## src/rtl/regfile_wb_arbiter_pkg.sv

```systemverilog
// rtl/regfile_wb_arbiter_pkg.sv - shared types and helpers for the writeback arbiter
// Contents: register-file geometry, source encodings, B-queue entry type, 5-to-32 decoder.
package regfile_wb_arbiter_pkg;

  localparam int REG_ADDR_W = 5;
  localparam int NUM_REGS   = 32;
  // Widest writeback payload an entry can carry; the top-level DATA_W must not exceed it.
  localparam int WB_DATA_W  = 32;

  localparam logic SRC_A = 1'b0;
  localparam logic SRC_B = 1'b1;

  typedef struct packed {
    logic                  valid;
    logic [REG_ADDR_W-1:0] addr;
    logic [WB_DATA_W-1:0]  data;
  } wb_entry_t;

  function automatic logic [NUM_REGS-1:0] decode_5to32(input logic [REG_ADDR_W-1:0] addr);
    logic [NUM_REGS-1:0] v;
    v       = '0;
    v[addr] = 1'b1;
    return v;
  endfunction

endpackage

```

## src/rtl/regfile_wb_arbiter_wb_fifo.sv

```systemverilog
// rtl/regfile_wb_arbiter_wb_fifo.sv - B-result FIFO with per-entry valid bits and address invalidate
// Ports: clock/reset (sync, active-low); i_push/i_push_entry enqueue; i_pop dequeue;
//        i_inv_en/i_inv_addr clear valid on matching entries; o_head, o_empty, o_full, o_count.
module wb_fifo
  import regfile_wb_arbiter_pkg::*;
#(
  parameter int DEPTH = 2
) (
  input  logic                  clock,
  input  logic                  reset,
  input  logic                  i_push,
  input  wb_entry_t             i_push_entry,
  input  logic                  i_pop,
  input  logic                  i_inv_en,
  input  logic [REG_ADDR_W-1:0] i_inv_addr,
  output wb_entry_t             o_head,
  output logic                  o_empty,
  output logic                  o_full,
  output logic [$clog2(DEPTH):0] o_count
);

  localparam int PTR_W = $clog2(DEPTH);
  localparam int CNT_W = PTR_W + 1;

  wb_entry_t        r_mem [DEPTH];
  logic [PTR_W-1:0] r_rd_ptr;
  logic [PTR_W-1:0] r_wr_ptr;
  logic [CNT_W-1:0] r_count;
  wb_entry_t        w_push_entry;

  // An entry arriving in the same cycle as a matching newer write is stored already dead.
  always_comb begin
    w_push_entry = i_push_entry;
    if (i_inv_en && (i_push_entry.addr == i_inv_addr)) w_push_entry.valid = 1'b0;
  end

  always_ff @(posedge clock) begin
    if (!reset) begin
      r_rd_ptr <= '0;
      r_wr_ptr <= '0;
      r_count  <= '0;
      for (int i = 0; i < DEPTH; i++) r_mem[i].valid <= 1'b0;
    end else begin
      for (int i = 0; i < DEPTH; i++) begin
        if (i_inv_en && r_mem[i].valid && (r_mem[i].addr == i_inv_addr)) r_mem[i].valid <= 1'b0;
      end
      // Slot being written is free (not full), so this overrides any invalidate above.
      if (i_push) begin
        r_mem[r_wr_ptr] <= w_push_entry;
        r_wr_ptr        <= r_wr_ptr + 1'b1;
      end
      if (i_pop) r_rd_ptr <= r_rd_ptr + 1'b1;
      unique case ({i_push, i_pop})
        2'b10:   r_count <= r_count + 1'b1;
        2'b01:   r_count <= r_count - 1'b1;
        default: ;
      endcase
    end
  end

  assign o_head  = r_mem[r_rd_ptr];
  assign o_empty = (r_count == '0);
  assign o_full  = (r_count == CNT_W'(DEPTH));
  assign o_count = r_count;

endmodule

```

## src/rtl/regfile_wb_arbiter.sv

```systemverilog
// rtl/regfile_wb_arbiter.sv - two-source arbiter for the register file write port
// Ports: clock/reset (sync, active-low); a_* pipeline writeback (high priority, unbuffered);
//        b_* mult/div results (queued); wr_* registered write port; b_pending queue occupancy.
module regfile_wb_arbiter
  import regfile_wb_arbiter_pkg::*;
#(
  parameter int DEPTH        = 2,
  parameter int STARVE_LIMIT = 4,
  parameter int DATA_W       = 32
) (
  input  logic                   clock,
  input  logic                   reset,
  input  logic                   a_valid,
  input  logic [REG_ADDR_W-1:0]  a_addr,
  input  logic [DATA_W-1:0]      a_data,
  output logic                   a_ready,
  input  logic                   b_valid,
  input  logic [REG_ADDR_W-1:0]  b_addr,
  input  logic [DATA_W-1:0]      b_data,
  output logic                   b_ready,
  output logic                   wr_en,
  output logic [REG_ADDR_W-1:0]  wr_addr,
  output logic [DATA_W-1:0]      wr_data,
  output logic [NUM_REGS-1:0]    wr_onehot,
  output logic                   wr_src,
  output logic [$clog2(DEPTH):0] b_pending
);

  localparam int              ST_W   = $clog2(STARVE_LIMIT + 1);
  localparam logic [ST_W-1:0] ST_MAX = ST_W'(STARVE_LIMIT);

  logic                  r_wr_en;
  logic [REG_ADDR_W-1:0] r_wr_addr;
  logic [DATA_W-1:0]     r_wr_data;
  logic                  r_wr_src;
  logic [ST_W-1:0]       r_starve;

  wb_entry_t w_head;
  wb_entry_t w_push_entry;
  logic      w_empty;
  logic      w_full;
  logic      w_head_live;
  logic      w_head_dead;
  logic      w_force_b;
  logic      w_a_grant;
  logic      w_b_grant;
  logic      w_pop;
  logic      w_push;
  logic      w_squash;

  assign w_head_live = !w_empty && w_head.valid;
  assign w_head_dead = !w_empty && !w_head.valid;
  assign w_force_b   = w_head_live && (r_starve == ST_MAX);

  assign a_ready   = !w_force_b;
  assign b_ready   = !w_full;
  assign w_a_grant = a_valid && !w_force_b;
  assign w_b_grant = w_head_live && (w_force_b || !a_valid);
  // A squashed head is dropped without using the write slot.
  assign w_pop     = w_b_grant || w_head_dead;
  // Writes to r0 are architecturally void, so they are never queued.
  assign w_push    = b_valid && b_ready && (b_addr != '0);
  assign w_squash  = w_a_grant && (a_addr != '0);

  assign w_push_entry = '{valid: 1'b1, addr: b_addr, data: WB_DATA_W'(b_data)};

  wb_fifo #(.DEPTH(DEPTH)) u_fifo (
    .clock       (clock),
    .reset       (reset),
    .i_push      (w_push),
    .i_push_entry(w_push_entry),
    .i_pop       (w_pop),
    .i_inv_en    (w_squash),
    .i_inv_addr  (a_addr),
    .o_head      (w_head),
    .o_empty     (w_empty),
    .o_full      (w_full),
    .o_count     (b_pending)
  );

  always_ff @(posedge clock) begin
    if (!reset) begin
      r_wr_en   <= 1'b0;
      r_wr_addr <= '0;
      r_wr_data <= '0;
      r_wr_src  <= SRC_A;
      r_starve  <= '0;
    end else begin
      r_wr_en <= w_squash || w_b_grant;
      if (w_squash) begin
        r_wr_addr <= a_addr;
        r_wr_data <= a_data;
        r_wr_src  <= SRC_A;
      end else if (w_b_grant) begin
        r_wr_addr <= w_head.addr;
        r_wr_data <= DATA_W'(w_head.data);
        r_wr_src  <= SRC_B;
      end
      if (w_b_grant || !w_head_live) r_starve <= '0;
      else if (r_starve != ST_MAX)   r_starve <= r_starve + 1'b1;
    end
  end

  assign wr_en     = r_wr_en;
  assign wr_addr   = r_wr_addr;
  assign wr_data   = r_wr_data;
  assign wr_src    = r_wr_src;
  assign wr_onehot = r_wr_en ? (decode_5to32(r_wr_addr) & ~NUM_REGS'(1)) : '0;

endmodule

```

## config.mk

```make
export PLATFORM = sky130hd
export DESIGN_NAME = regfile_wb_arbiter
export DESIGN_NICKNAME = d
export VERILOG_FILES = /design/src/rtl/regfile_wb_arbiter_pkg.sv /design/src/rtl/regfile_wb_arbiter_wb_fifo.sv /design/src/rtl/regfile_wb_arbiter.sv
export SDC_FILE = /design/constraint.sdc
export NUM_CORES = 1
export LEC_CHECK = 0
export ABC_AREA = 1
export BUFFER_PORTS_ARGS = -buffer_cell sky130_fd_sc_hd__buf_4
export CORE_MARGIN = 2
export CORE_UTILIZATION = 50
export DETAILED_ROUTE_END_ITERATION = 7
export PLACE_DENSITY_LB_ADDON = 0.05
export SYNTH_ARGS = -nofsm -noshare
export SYNTH_HDL_FRONTEND = slang
export SYNTH_SLANG_ARGS = --single-unit
```

## constraint.sdc

```tcl
create_clock -name clock -period 4.8 [get_ports clock]
set_input_delay 0.48 -clock clock [delete_from_list [all_inputs] [get_ports clock]]
set_output_delay 0.48 -clock clock [all_outputs]
set_load 0.01 [all_outputs]
```

==> results by group <==
Drt
  – Antenna Nets Post-Route: 0
  – WL final: 13500 um
  – DRT iter0 DRCs: 277
  – Number of remaining DRC errors: 0
  – Drt wl/cell: 15.2 um
  – Initial DRT Pass Iterations: 5
  – Via density per instance: 5.17
  – Routed vias: 4594

Floorplanning
  – Die Ht: 110 um
  – # IOs: 153
  – Core area: 0.0109 mm2
  – Die ar.: 0.0121 mm2
  – Std-Cell Rows: 38
  – Die X: 110 um
  – Initial Util: 51.5%

Setup path
  – Required @ worst endpoint: 5.09 ns
  – Crit start category: flip-flop
  – Worst R2R Setup Slack: 1.70 ns
  – Critical path type: reg2reg
  – Critical Path Fanout Max: 55
  – Crit end category: flip-flop
  – Worst EP arrival: 3.38 ns

Clock tree
  – # hold bufs at CTS: 0
  – Post-cts sizing count: 0
  – CTS tree: done
  – Worst skew pair latency: 0.41 ns
  – Setup repair bufs after CTS: 0
  – Longest Clk Path Bufs: 2
  – Clock sinks: 123
  – CTS buffer count: 17
  – CTS root buffer: clkbuf_16
  – Clk slew on worst S/H paths: 0.06 ns
  – Htree depth: 4

Layout
  – Finished Core Util: 67.4%
  – Share of cells above drive strength 1: 29.4%
  – Design Area, Final: 0.00737 mm2
  – Number of nets in the layout: 817
  – ANT cells: 0
  – Area Growth Syn to Fin: 30.9%
  – Fin cells: 889

Timing
  – Max-slew violations: 0
  – Hold violation count in the final report: 0
  – Worst hold margin: 0.248 ns
  – RSZ-0062 raised after global routing: false
  – Relative slew margins: 23.2%
  – Final setup viols: 0
  – Fin crit share: 64.5%
  – Worst Tran Pin Value: 1.15 ns
  – Final Critical Period: 3.10 ns
  – TNS Setup: 0 ns
  – Setup Skew: 0.0134 ns
  – Max Fclk: 323 MHz

Worst hold path
  – HP Class: in2reg

Yosys
  – Number of flops mapped to enable cells by yosys: 76
  – Asr flop ratio synth: 0%
  – Syn Nets: 676
  – #FFs+latches synth: 123
  – Proportion of netlist area held by the largest area contributor: 40.5%
  – Synth area leader: edfxtp_1
  – Post-Syn Area: 0.00564 mm2
  – Mean Syn Cell Area: 9.47 um2
  – Largest cells by area after synthesis: edfxtp_1 (40%), dfxtp_1 (17%), nand2_1 (9.4%)
  – Synth unique cells: 34
  – Yosys Warn Count: 0
  – Sequential-to-total area share from yosys stat: 57.2%
  – Ys flop type: edfxtp_1
  – Syn Inst Count: 595

Power
  – Power per cell area: 436 mW/mm2
  – Worst IR drop on VDD: 0.000247 V
  – Leakage: 3.24 nW

Placed design
  – DP Area: 0.00680 mm2
  – Final HPWL DP: 9380 um
  – Port Buffers: 151
  – Cell count after placement: 857
  – Gpl congestion: 0.862

GRT
  – First-pass GRT wire length: 21000 um
  – Tot GR Track Use: 23.0%
  – Overflow after GRT: 0
  – Vias in the first global route: 4314
  – Initial antenna violation count: 0
  – Largest net degree at the start of global routing: 56

Outcome
  – Status: completed

Job
  – Max-cap viol count: 0
## critical path, stage by stage (launching register included)
cell and delay [ns]:
dfxtp_2 0.65, buf_4 0.40, nand2_1 0.17, nand2_2 0.12, nand3_4 0.27, nand3_4 0.55
nand2_8 0.26, inv_8 0.29, nor2_8 0.09, nand2_1 0.09, nand2_1 0.05
## where the power goes
part,internal [mW],switching (mW)
clock,0.774,0.446
sequential,1.24,0.0909
combinational,0.276,0.389
## through the flow
| step | total power, mW | setup WS (ns) |
|---|---|---|
| after floorplan | 1.77 | 1.73 |
| after CTS | 3.23 | 1.68 |
| after detailed placement | 2.02 | 1.70 |
| final | 3.21 | 1.70 |
| after global routing | 3.37 | 1.45 |
| after global placement | 2.00 | 1.87 |
## synth_stat cells (all sizes together) (3+ instances only)
library cell / number
o21ai: 24
inv: 56
ha: 3
clkbuf: 14
dfxtp: 47
xor2: 7
nand4: 22
edfxtp: 76
or2: 3
mux2i: 21
xnor2: 6
nand2: 154
buf: 18
nand3: 54
nor3: 3
nor2: 50
a21oi: 32
## registers in the layout, summed over array words and instances (netlist names), named ones only
signal           flops
r_starve             3
u_fifo.o_count       2
u_fifo.r_mem        76
u_fifo.r_rd_ptr      1
u_fifo.r_wr_ptr      1
wr_addr              5
wr_data             32
wr_en                1
wr_src               1
## routing by layer
layer  track usage (%)  share of wire [%]  vias up
met1              28.8                 42     2110
met3              5.47                7.8       23
li1                  -                  -     2267
met5                 0                  0        -
met2              38.9                 49      194
met4              8.21                1.3        0
## layout make-up
cell class                 count  area, um2
clock buffer                  20        447
clock inverter                12        125
fill                         890       3560
inverter                      56        220
multi-input combinational    384       2030
sequential                   123       3220
tap                          140        175
timing repair buffer         154       1160
## worst paths after layout
path	from	to	cells after the start
max	flip-flop	wr_data[12]$_SDFFE_PN0P_	10
min	b_data[17]	u_fifo.r_mem[0][17]$_DFFE_PP_	1
max reg2reg	flip-flop	wr_data[12]$_SDFFE_PN0P_	10
min reg2reg	u_fifo.r_wr_ptr$_SDFFE_PN0P_	u_fifo.r_wr_ptr$_SDFFE_PN0P_	2
## placed cells by master, fill, tap and decap left out, drive strengths merged, types with 2 or more instances in the layout
cell | Yosys | final
nand3 | 54 | 54
mux2i | 21 | 21
or2 | 3 | 3
nand4 | 22 | 22
ha | 3 | 3
clkinv | 0 | 11
o21ai | 24 | 24
nor2 | 50 | 50
edfxtp | 76 | 76
xor2 | 7 | 7
clkbuf | 14 | 20
a21oi | 32 | 32
buf | 18 | 154
bufinv | 0 | 2
nand2 | 154 | 154
xnor2 | 6 | 6
inv | 56 | 55
dfxtp | 47 | 47
nor3 | 3 | 3
## logic make-up after synthesis
family | after synthesis | synth area share (%)
AOI/OAI and AO/OA | 59 | 6.17
adders and majority gates | 3 | 0.666
buffers and inverters | 88 | 6.97
other | 1 | 0.0665
muxes | 21 | 3.73
and+or+nand+nor | 287 | 23.2
DFF | 123 | 57.2
xor gates and xnor gates | 13 | 2.02
Note: power is estimated with default switching activity, not from simulation.
